[config.mk]
export PLATFORM = sky130hd
export DESIGN_NAME = coprocessor0
export DESIGN_NICKNAME = d
export VERILOG_FILES = /design/src/rtl/coprocessor0.sv
export SDC_FILE = /design/constraint.sdc
export NUM_CORES = 1
export LEC_CHECK = 0
export CORE_UTILIZATION = 40
export CTS_BUF_LIST = sky130_fd_sc_hd__clkbuf_8
export DETAILED_ROUTE_END_ITERATION = 12
export SETUP_SLACK_MARGIN = 0.02
export SYNTH_ARGS = -nofsm -noshare
export SYNTH_HDL_FRONTEND = slang
export SYNTH_SLANG_ARGS = --single-unit
export TNS_END_PERCENT = 100
[constraint.sdc]
create_clock -name clock -period 3.89 [get_ports clock]
set_clock_uncertainty 0.05 [all_clocks]
set_input_delay 0.778 -clock clock [delete_from_list [all_inputs] [get_ports clock]]
set_output_delay 0.778 -clock clock [all_outputs]
set_load 0.02 [all_outputs]
[src/rtl/coprocessor0.sv]
// coprocessor0: MIPS CP0 subset (BadVAddr, Count, Compare, Status, Cause, EPC) with exception/eret handling.
// Ports: clock, reset_n (async active-low); wb_to_cp0 (mtc0 write + exception/eret from writeback);
// hardware_interrupt[5:0] level lines; read_data (mfc0 read, pre-edge state);
// cp0_to_if (redirect target and pending enabled interrupts).
package cp0_pkg;
    typedef struct packed {
        logic [4:0]  address_register;
        logic [2:0]  address_select;
        logic        write_enabled;
        logic [31:0] write_data;
        logic        exception_valid;
        logic [31:0] exception_address;
        logic        eret_flush;
        logic        in_delay_slot;
        logic [4:0]  exception_code;
        logic        is_address_fault;
        logic [31:0] badvaddr_value;
    } wb_to_cp0_data_t;
    typedef struct packed {
        logic [31:0] exception_address;
        logic [7:0]  interrupt_valid;
    } cp0_to_if_data_t;
endpackage

module coprocessor0 import cp0_pkg::*; (
    input  logic            clock,
    input  logic            reset_n,
    input  wb_to_cp0_data_t wb_to_cp0,
    input  logic [5:0]      hardware_interrupt,
    output logic [31:0]     read_data,
    output cp0_to_if_data_t cp0_to_if
);
    logic [31:0] badvaddr, count, compare, epc;
    logic        tick, ti, bd, exl, ie;
    logic [7:0]  im;
    logic [5:0]  ip_hw;
    logic [1:0]  ip_sw;
    logic [4:0]  exc_code;
    logic [7:0]  ip;
    logic [31:0] status, cause;
    logic        exc, eret, wr_en, sel0;
    logic        wr_count, wr_compare, wr_status, wr_cause, wr_epc;
    logic        inc;
    assign exc   = wb_to_cp0.exception_valid;
    assign eret  = wb_to_cp0.eret_flush;
    // Lower-priority events in the same cycle as an exception or eret are dropped.
    assign wr_en = wb_to_cp0.write_enabled & ~exc & ~eret;
    assign sel0  = wb_to_cp0.address_select == 3'd0;
    assign wr_count   = wr_en & sel0 & (wb_to_cp0.address_register == 5'd9);
    assign wr_compare = wr_en & sel0 & (wb_to_cp0.address_register == 5'd11);
    assign wr_status  = wr_en & sel0 & (wb_to_cp0.address_register == 5'd12);
    assign wr_cause   = wr_en & sel0 & (wb_to_cp0.address_register == 5'd13);
    assign wr_epc     = wr_en & sel0 & (wb_to_cp0.address_register == 5'd14);
    // A Count write overrides that cycle's increment, so it cannot raise TI.
    assign inc    = tick & ~wr_count;
    assign ip     = {ip_hw[5] | ti, ip_hw[4:0], ip_sw};
    assign status = {9'b0, 1'b1, 6'b0, im, 6'b0, exl, ie};
    assign cause  = {bd, ti, 14'b0, ip, 1'b0, exc_code, 2'b0};
    always_comb begin
        read_data = 32'b0;
        if (sel0)
            read_data = wb_to_cp0.address_register == 5'd8  ? badvaddr :
                        wb_to_cp0.address_register == 5'd9  ? count    :
                        wb_to_cp0.address_register == 5'd11 ? compare  :
                        wb_to_cp0.address_register == 5'd12 ? status   :
                        wb_to_cp0.address_register == 5'd13 ? cause    :
                        wb_to_cp0.address_register == 5'd14 ? epc      : 32'b0;
        cp0_to_if.exception_address = exc ? 32'hBFC0_0380 : eret ? epc : 32'b0;
        cp0_to_if.interrupt_valid   = (ie & ~exl) ? (ip & im) : 8'h00;
    end
    always_ff @(posedge clock or negedge reset_n) begin
        if (!reset_n) begin
            badvaddr <= '0;
            count    <= '0;
            compare  <= '0;
            epc      <= '0;
            tick     <= 1'b0;
            ti       <= 1'b0;
            bd       <= 1'b0;
            exl      <= 1'b0;
            ie       <= 1'b0;
            im       <= '0;
            ip_hw    <= '0;
            ip_sw    <= '0;
            exc_code <= '0;
        end else begin
            tick  <= ~tick;
            ip_hw <= hardware_interrupt;
            count <= wr_count ? wb_to_cp0.write_data : count + {31'b0, tick};
            if (wr_compare)
                compare <= wb_to_cp0.write_data;
            ti <= wr_compare ? 1'b0 : (inc && (count + 32'd1 == compare)) ? 1'b1 : ti;
            if (wr_cause)
                ip_sw <= wb_to_cp0.write_data[9:8];
            if (exc) begin
                exl      <= 1'b1;
                exc_code <= wb_to_cp0.exception_code;
                if (!exl) begin
                    epc <= wb_to_cp0.in_delay_slot ? wb_to_cp0.exception_address - 32'd4
                                                   : wb_to_cp0.exception_address;
                    bd  <= wb_to_cp0.in_delay_slot;
                end
                if (wb_to_cp0.is_address_fault)
                    badvaddr <= wb_to_cp0.badvaddr_value;
            end else if (eret) begin
                exl <= 1'b0;
            end else begin
                if (wr_status) begin
                    im  <= wb_to_cp0.write_data[15:8];
                    exl <= wb_to_cp0.write_data[1];
                    ie  <= wb_to_cp0.write_data[0];
                end
                if (wr_epc)
                    epc <= wb_to_cp0.write_data;
            end
        end
    end
endmodule
==> flow_metrics.tcl, run 1 <==
set metrics [dict create \
    hold_buffers 0 \
    port-buffer-count 193 \
    final_util_pct 53.8 \
    slew_headroom_pct 56.5 \
    first_global_vias 7900 \
    vias_per_cell 5.60 \
    rrSetupSlack_ps 770 \
    drtIter0Drc 666 \
    hold_viol_final 0 \
    r2r-end "count[26]" \
    dieArea_mm2 0.0239 \
    cts_setup_buffers 0 \
    fin_crit_ps 3700 \
    synth_sequential_area_ratio_pct 41.3 \
    finalSetupViolCount 0 \
    use_met1_pct 40.3 \
    finalMaxSlewViolations 0 \
    critPathLaunch "wb_to_cp0[111]" \
    yosysWarnings 0 \
    crit_top_cell "buf_4" \
    critPathCapture "read_data[30]" \
    path_clk_slew_ps 90 \
    grt_busiest_layer "met1" \
    die_h_um 155 \
    path_cells "clkdlybuf4s50_1 -> nand2b_1 -> or2_2 -> nor2_2 -> buf_4 -> a222oi_1 -> a21oi_1 -> buf_4 -> dlygate4sd2_1" \
    post-dp-hpwl_um 23800 \
    fin_crit_sh_pct 95.1 \
    hold_class "input pin to asynchronous set/reset pin" \
    async_flop_share_pct 100 \
    grt.met2_usage_pct 37.9 \
    use_met3_pct 5.02 \
    synth_edf_count 0 \
    yosysTopAreaCellShare_pct 41.3 \
    synth-main-ff-cell "dfrtp_1" \
    synthTopCellsByArea "dfrtp_1 41%, mux2_2 11%, xor2_1 4.9%" \
    initial_utilization_pct 40.9 \
    finalPower_uw 4400 \
    tightest_slew_ps 653 \
    synth_area_mm2 0.00932 \
    r2r_start "count[0]" \
    r2r_cells 9 \
    grt_max_degree 115 \
    rsz0062_at_grt "no" \
    critPathMaxFanout 12 \
    post-place-cells 1451 \
    slowest_stage "clkdlybuf4s50_1" \
    final_cells 1483 \
    final-seq-area_mm2 0.00385 \
    grt_overflow 0 \
    die_w_um 155 \
    wl_per_cell_um 21.0 \
    cap_violations 0 \
    core-area_mm2 0.0228 \
    drc 0 \
    synthToLayoutAreaGrowth_pct 31.4 \
    synth_top_area_cell "dfrtp_1" \
    drive_above_1_share_pct 16.6 \
    insertion_delay_ps 460 \
    routabilityCongestion 0.917 \
    fmax_ghz 0.270 \
    status "finished, final reports clean" \
    finalSetupTns_ps 0 \
    antenna_cells 0 \
    ant_nets 0 \
    leakagePower_uw 0.00514 \
    cts_root_buffer "clkbuf_8" \
    critPathRequiredTime_ps 3060 \
    cts_buffers 17 \
    ys_seq_elements 154 \
    netlist_instances 968 \
    io_pins 194 \
    antenna_found_initial 1 \
    cts.path.max_buffers 2 \
    place_ws_ps -78.9 \
    crit_arrival_ps 2870 \
    grt_use_total_pct 26.5 \
    p_per_area_mw_per_mm2 359 \
    synth_cell_types 68 \
    crit_path_start_kind "input pin" \
    path_class "input pin to output port" \
    grt_pass1_wl_um 47200 \
    vias 8300 \
    cts_sinks 154 \
    syn_area_per_cell_um2 9.63 \
    ir_drop_mv 0.195 \
    wl_um 31100 \
    multi_input_area_mm2 0.00519 \
    setup_ws_ps 191 \
    synthesis.nets 1094 \
    rows 55 \
    drt_pass1_iterations 6 \
    critPathCaptureType "output port" \
    htreeDepth 4 \
    nets 1283 \
    fillers 2082 \
    cpPeakStageDelay_ps 410 \
    cts_tree "done" \
]
## sequential cells by signal (all words and copies together), names as in the netlist
name / count
ti: 1
ip_hw: 6
im: 8
ip_sw: 2
compare: 32
badvaddr: 32
epc: 32
exc_code: 5
tick: 1
exl: 1
ie: 1
bd: 1
count: 32
## synth_stat cells, drive strengths merged (11+ instances only)
library cell / instances
mux2: 92
a21oi: 65
nand3: 15
a22oi: 52
a31oi: 11
clkbuf: 53
xnor2: 47
nor4: 15
xor2: 52
o21ai: 49
and3: 15
buf: 16
nand4: 15
nor2: 69
dfrtp: 154
nor3: 18
and2: 22
mux2i: 14
nand2: 77
a21o: 15
## routing by layer
| metal | wire length (µm) | vias to the layer above |
|---|---|---|
| li1 | - | 3875 |
| met1 | 15000 | 4060 |
| met2 | 13100 | 332 |
| met3 | 2440 | 33 |
| met4 | 584 | 0 |
| met5 | 0 | - |
## how the worst min path moves through the flow
stage          startpoint          end  slack, ps  cells past startpoint
3_3_place_gp         tick         tick        390                      1
5_1_grt           reset_n  exc_code[0]        170                      1
3_5_place_dp         tick         tick        410                      1
4_1_cts           reset_n  exc_code[0]        150                      1
2_1_floorplan        tick         tick        360                      1
6_report          reset_n  exc_code[0]        160                      1
## layout by cell type, fill, tap and decap left out, drive strengths merged, types with 8 or more instances in the layout
master / n
a21o: 15
a21oi: 65
a22oi: 52
a31oi: 11
and2: 22
and3: 15
buf: 48
clkbuf: 19
clkdlybuf4s50: 159
dfrtp: 154
dlygate4sd2: 24
dlymetal6s2s: 8
inv: 11
mux2: 92
mux2i: 14
nand2: 77
nand3: 15
nand4: 15
nor2: 69
nor3: 18
nor3b: 9
nor4: 15
o21ai: 49
xnor2: 47
xor2: 52
## logic make-up (layout without fill, tap and decap cells)
kind of cell	count (synthesis)	after routing	synth area share, %
flip-flops	154	154	41.3
adder cells (fa/ha/maj)	4	4	0.537
buffers and inverters	77	279	3.36
AND/OR/NAND/NOR	294	294	16.7
AO/OA/AOI/OAI	234	234	16.1
multiplexers	106	106	12.6
XOR/XNOR	99	99	9.30
## report_power, final
group / leakage, µW / internal [µW] / total [µW] / switching, µW
clock network: 0.000224 / 728 / 1350 / 619
registers: 0.00185 / 1780 / 2040 / 259
logic: 0.00307 / 489 / 1020 / 526
## worst max-delay path, delay by kind of cell
kind,cells,cell delay (ps)
and+or+nand+nor,3,710
buffers and inverters,4,1120
AOI/OAI and AO/OA,2,260
## per-stage QoR
step	area (µm²)	hold WS, ps
2_1_floorplan	9320	359
3_3_place_gp	11800	395
3_5_place_dp	11800	411
4_1_cts	12200	153
5_1_grt	12200	172
6_report	12200	157
## layout make-up
cell class                      count  share of cell area, %
Clock buffer                       19                   2.13
Inverter                            8                  0.245
Multi-Input combinational cell    737                   42.3
Clock inverter                     13                   1.43
Sequential cell                   154                   31.5
Timing Repair Buffer              239                   19.2
Tap cell                          313                   3.20
## timing repair
action | in CTS | in global routing
resized for setup | 24 | 8
setup endpoints to repair | 24 | 8
pin swaps | 0 | 0
Power figures use the tool's default switching activity.
==> inputs of run 2 (changes only) <==
Settings changed: SLEW_MARGIN set to 30, TNS_END_PERCENT 100 to 20.
==> results of run 2 <==
The final DEF is identical to that of run 1; final timing and power are the same.
==> inputs of run 3 (changes only) <==
Settings changed: HOLD_SLACK_MARGIN set to 0.1, SETUP_SLACK_MARGIN 0.02 to 0.15.
==> run 3 against run 2 <==
- sequential share of layout area increased by 0.097 points
- wire length decreased by 0.35%
- sequential power about the same
==> flow_metrics.tcl, run 3 (synthesis gave the netlist of run 1 again) <==
set metrics [dict create \
    status "finished, final reports clean" \
    pwr-share-clk_pct 30.7 \
    rsz0062_at_grt "yes" \
    die_h_um 155 \
    die_w_um 155 \
    nets 1283 \
    antenna_cells 0 \
    layout_commonest_cell "clkdlybuf4s50_1" \
    seq_power_share_pct 46.3 \
    fin_crit_ps 3700 \
    vias_per_cell 5.56 \
    combPwrFrac_pct 23.0 \
    htreeDepth 4 \
    core-area_mm2 0.0228 \
    swShare_pct 32.0 \
    final_util_pct 53.6 \
    cap_violations 0 \
    fin_crit_sh_pct 95.0 \
    ir_drop_mv 0.194 \
    drt_pass1_iterations 7 \
    post-dp-hpwl_um 23800 \
    grt_use_total_pct 26.5 \
    cts_setup_buffers 0 \
    grt_pass1_wl_um 47200 \
    critPathRequiredTime_ps 3060 \
    crit_path_start_kind "input pin" \
    initial_utilization_pct 40.9 \
    cts_root_buffer "clkbuf_8" \
    first_global_vias 7900 \
    antenna_found_initial 1 \
    wl_per_cell_um 20.9 \
    fmax_ghz 0.271 \
    path_clk_slew_ps 90 \
    routabilityCongestion 0.917 \
    critPathMaxFanout 12 \
    critPathCaptureType "output port" \
    port-buffer-count 193 \
    cts_sinks 154 \
    p_sw_uw 1410 \
    grt_overflow 0 \
    cts.path.max_buffers 2 \
    hold_class "input pin to asynchronous set/reset pin" \
    insertion_delay_ps 470 \
    io_pins 194 \
    tightest_slew_ps 654 \
    path_class "input pin to output port" \
    drtIter0Drc 615 \
    cts_buffers 17 \
    finalSetupTns_ps 0 \
    p_int_uw 2990 \
    synthToLayoutAreaGrowth_pct 31.0 \
    wl_um 31000 \
    finalMaxSlewViolations 0 \
    p_per_area_mw_per_mm2 361 \
    cts_tree "done" \
    dieArea_mm2 0.0239 \
    final_cell_mix "159 x clkdlybuf4s50_1, 154 x dfrtp_1, 92 x mux2_2" \
    drc 0 \
    crit_arrival_ps 2870 \
    slew_headroom_pct 56.4 \
    hold_slack_ps 151 \
    drive_above_1_share_pct 16.8 \
    ant_nets 0 \
    rows 55 \
    hold_viol_final 0 \
    grt_max_degree 115 \
    finalPower_uw 4400 \
    leakagePower_uw 0.00503 \
    finalSetupViolCount 0 \
    vias 8241 \
]
-- run 3: cell types whose count changed in the layout (fill, tap and decap cells not counted) --
cell            delta
dlymetal6s2s_1     -8
dlygate4sd2_1      +6
clkbuf_2           +2
-- run 3: layout make-up --
type	instances	area (µm²)
inverter	8	30.0
clock inverter	13	175
fill	2084	10600
multi-input combinational	737	5190
timing repair buffer	239	2310
sequential	154	3850
clock buffer	19	262
tap	313	392
-- run 3: metal layers --
| metal | global-route usage, % | up-vias | share of wire [%] |
|---|---|---|---|
| met1 | 40.3 | 4014 | 48 |
| met3 | 5.02 | 33 | 7.4 |
| met5 | 0 | - | 0 |
| met2 | 37.9 | 308 | 42 |
| li1 | - | 3886 | - |
| met4 | 7.97 | 0 | 1.9 |
-- run 3: worst paths after layout --
| check | cells after the start | slack, ps | end | startpoint |
|---|---|---|---|---|
| hold reg to reg | 1 | 440 | tick | tick |
| min in group clock | 1 | 440 | tick | tick |
| setup reg to reg | 9 | 810 | count[26] | count[0] |
| hold / removal | 1 | 150 | exc_code[0] | reset_n |
| max in group asynchronous | 2 | 2650 | count[12] | reset_n |
| setup / recovery | 9 | 190 | read_data[30] | wb_to_cp0[111] |
-- run 3: worst max-delay path: stages --
cell	delay, ps
clkdlybuf4s50_1	410
nand2b_1	190
or2_2	330
nor2_2	190
buf_4	230
a222oi_1	100
a21oi_1	160
buf_4	150
dlygate4sd2_1	330
-- run 3: timing repair --
| action | 4_1_cts | 5_1_grt |
|---|---|---|
| endpoints found under the hold margin | 0 | 0 |
| hold buffers | 0 | 0 |
| gates resized for setup | 32 | 4 |
| setup endpoints to repair | 32 | 11 |
-- run 3: power by group through the flow --
stage	clock network [µW]	logic, µW	registers, µW
2_1_floorplan	0	696	1900
3_3_place_gp	0	1000	2060
3_5_place_dp	0	1010	2060
4_1_cts	1370	1010	2030
5_1_grt	1440	1110	2060
6_report	1350	1010	2040
-- run 3: metrics by stage --
| stage | setup WS [ps] | cell area, µm² | std cells |
|---|---|---|---|
| after floorplan | 366 | 9320 | 968 |
| after global placement | -83.6 | 11800 | 1451 |
| after detailed placement | -78.9 | 11800 | 1451 |
| after CTS | 193 | 12200 | 1483 |
| after global routing | 88.6 | 12200 | 1483 |
| final | 194 | 12200 | 1483 |
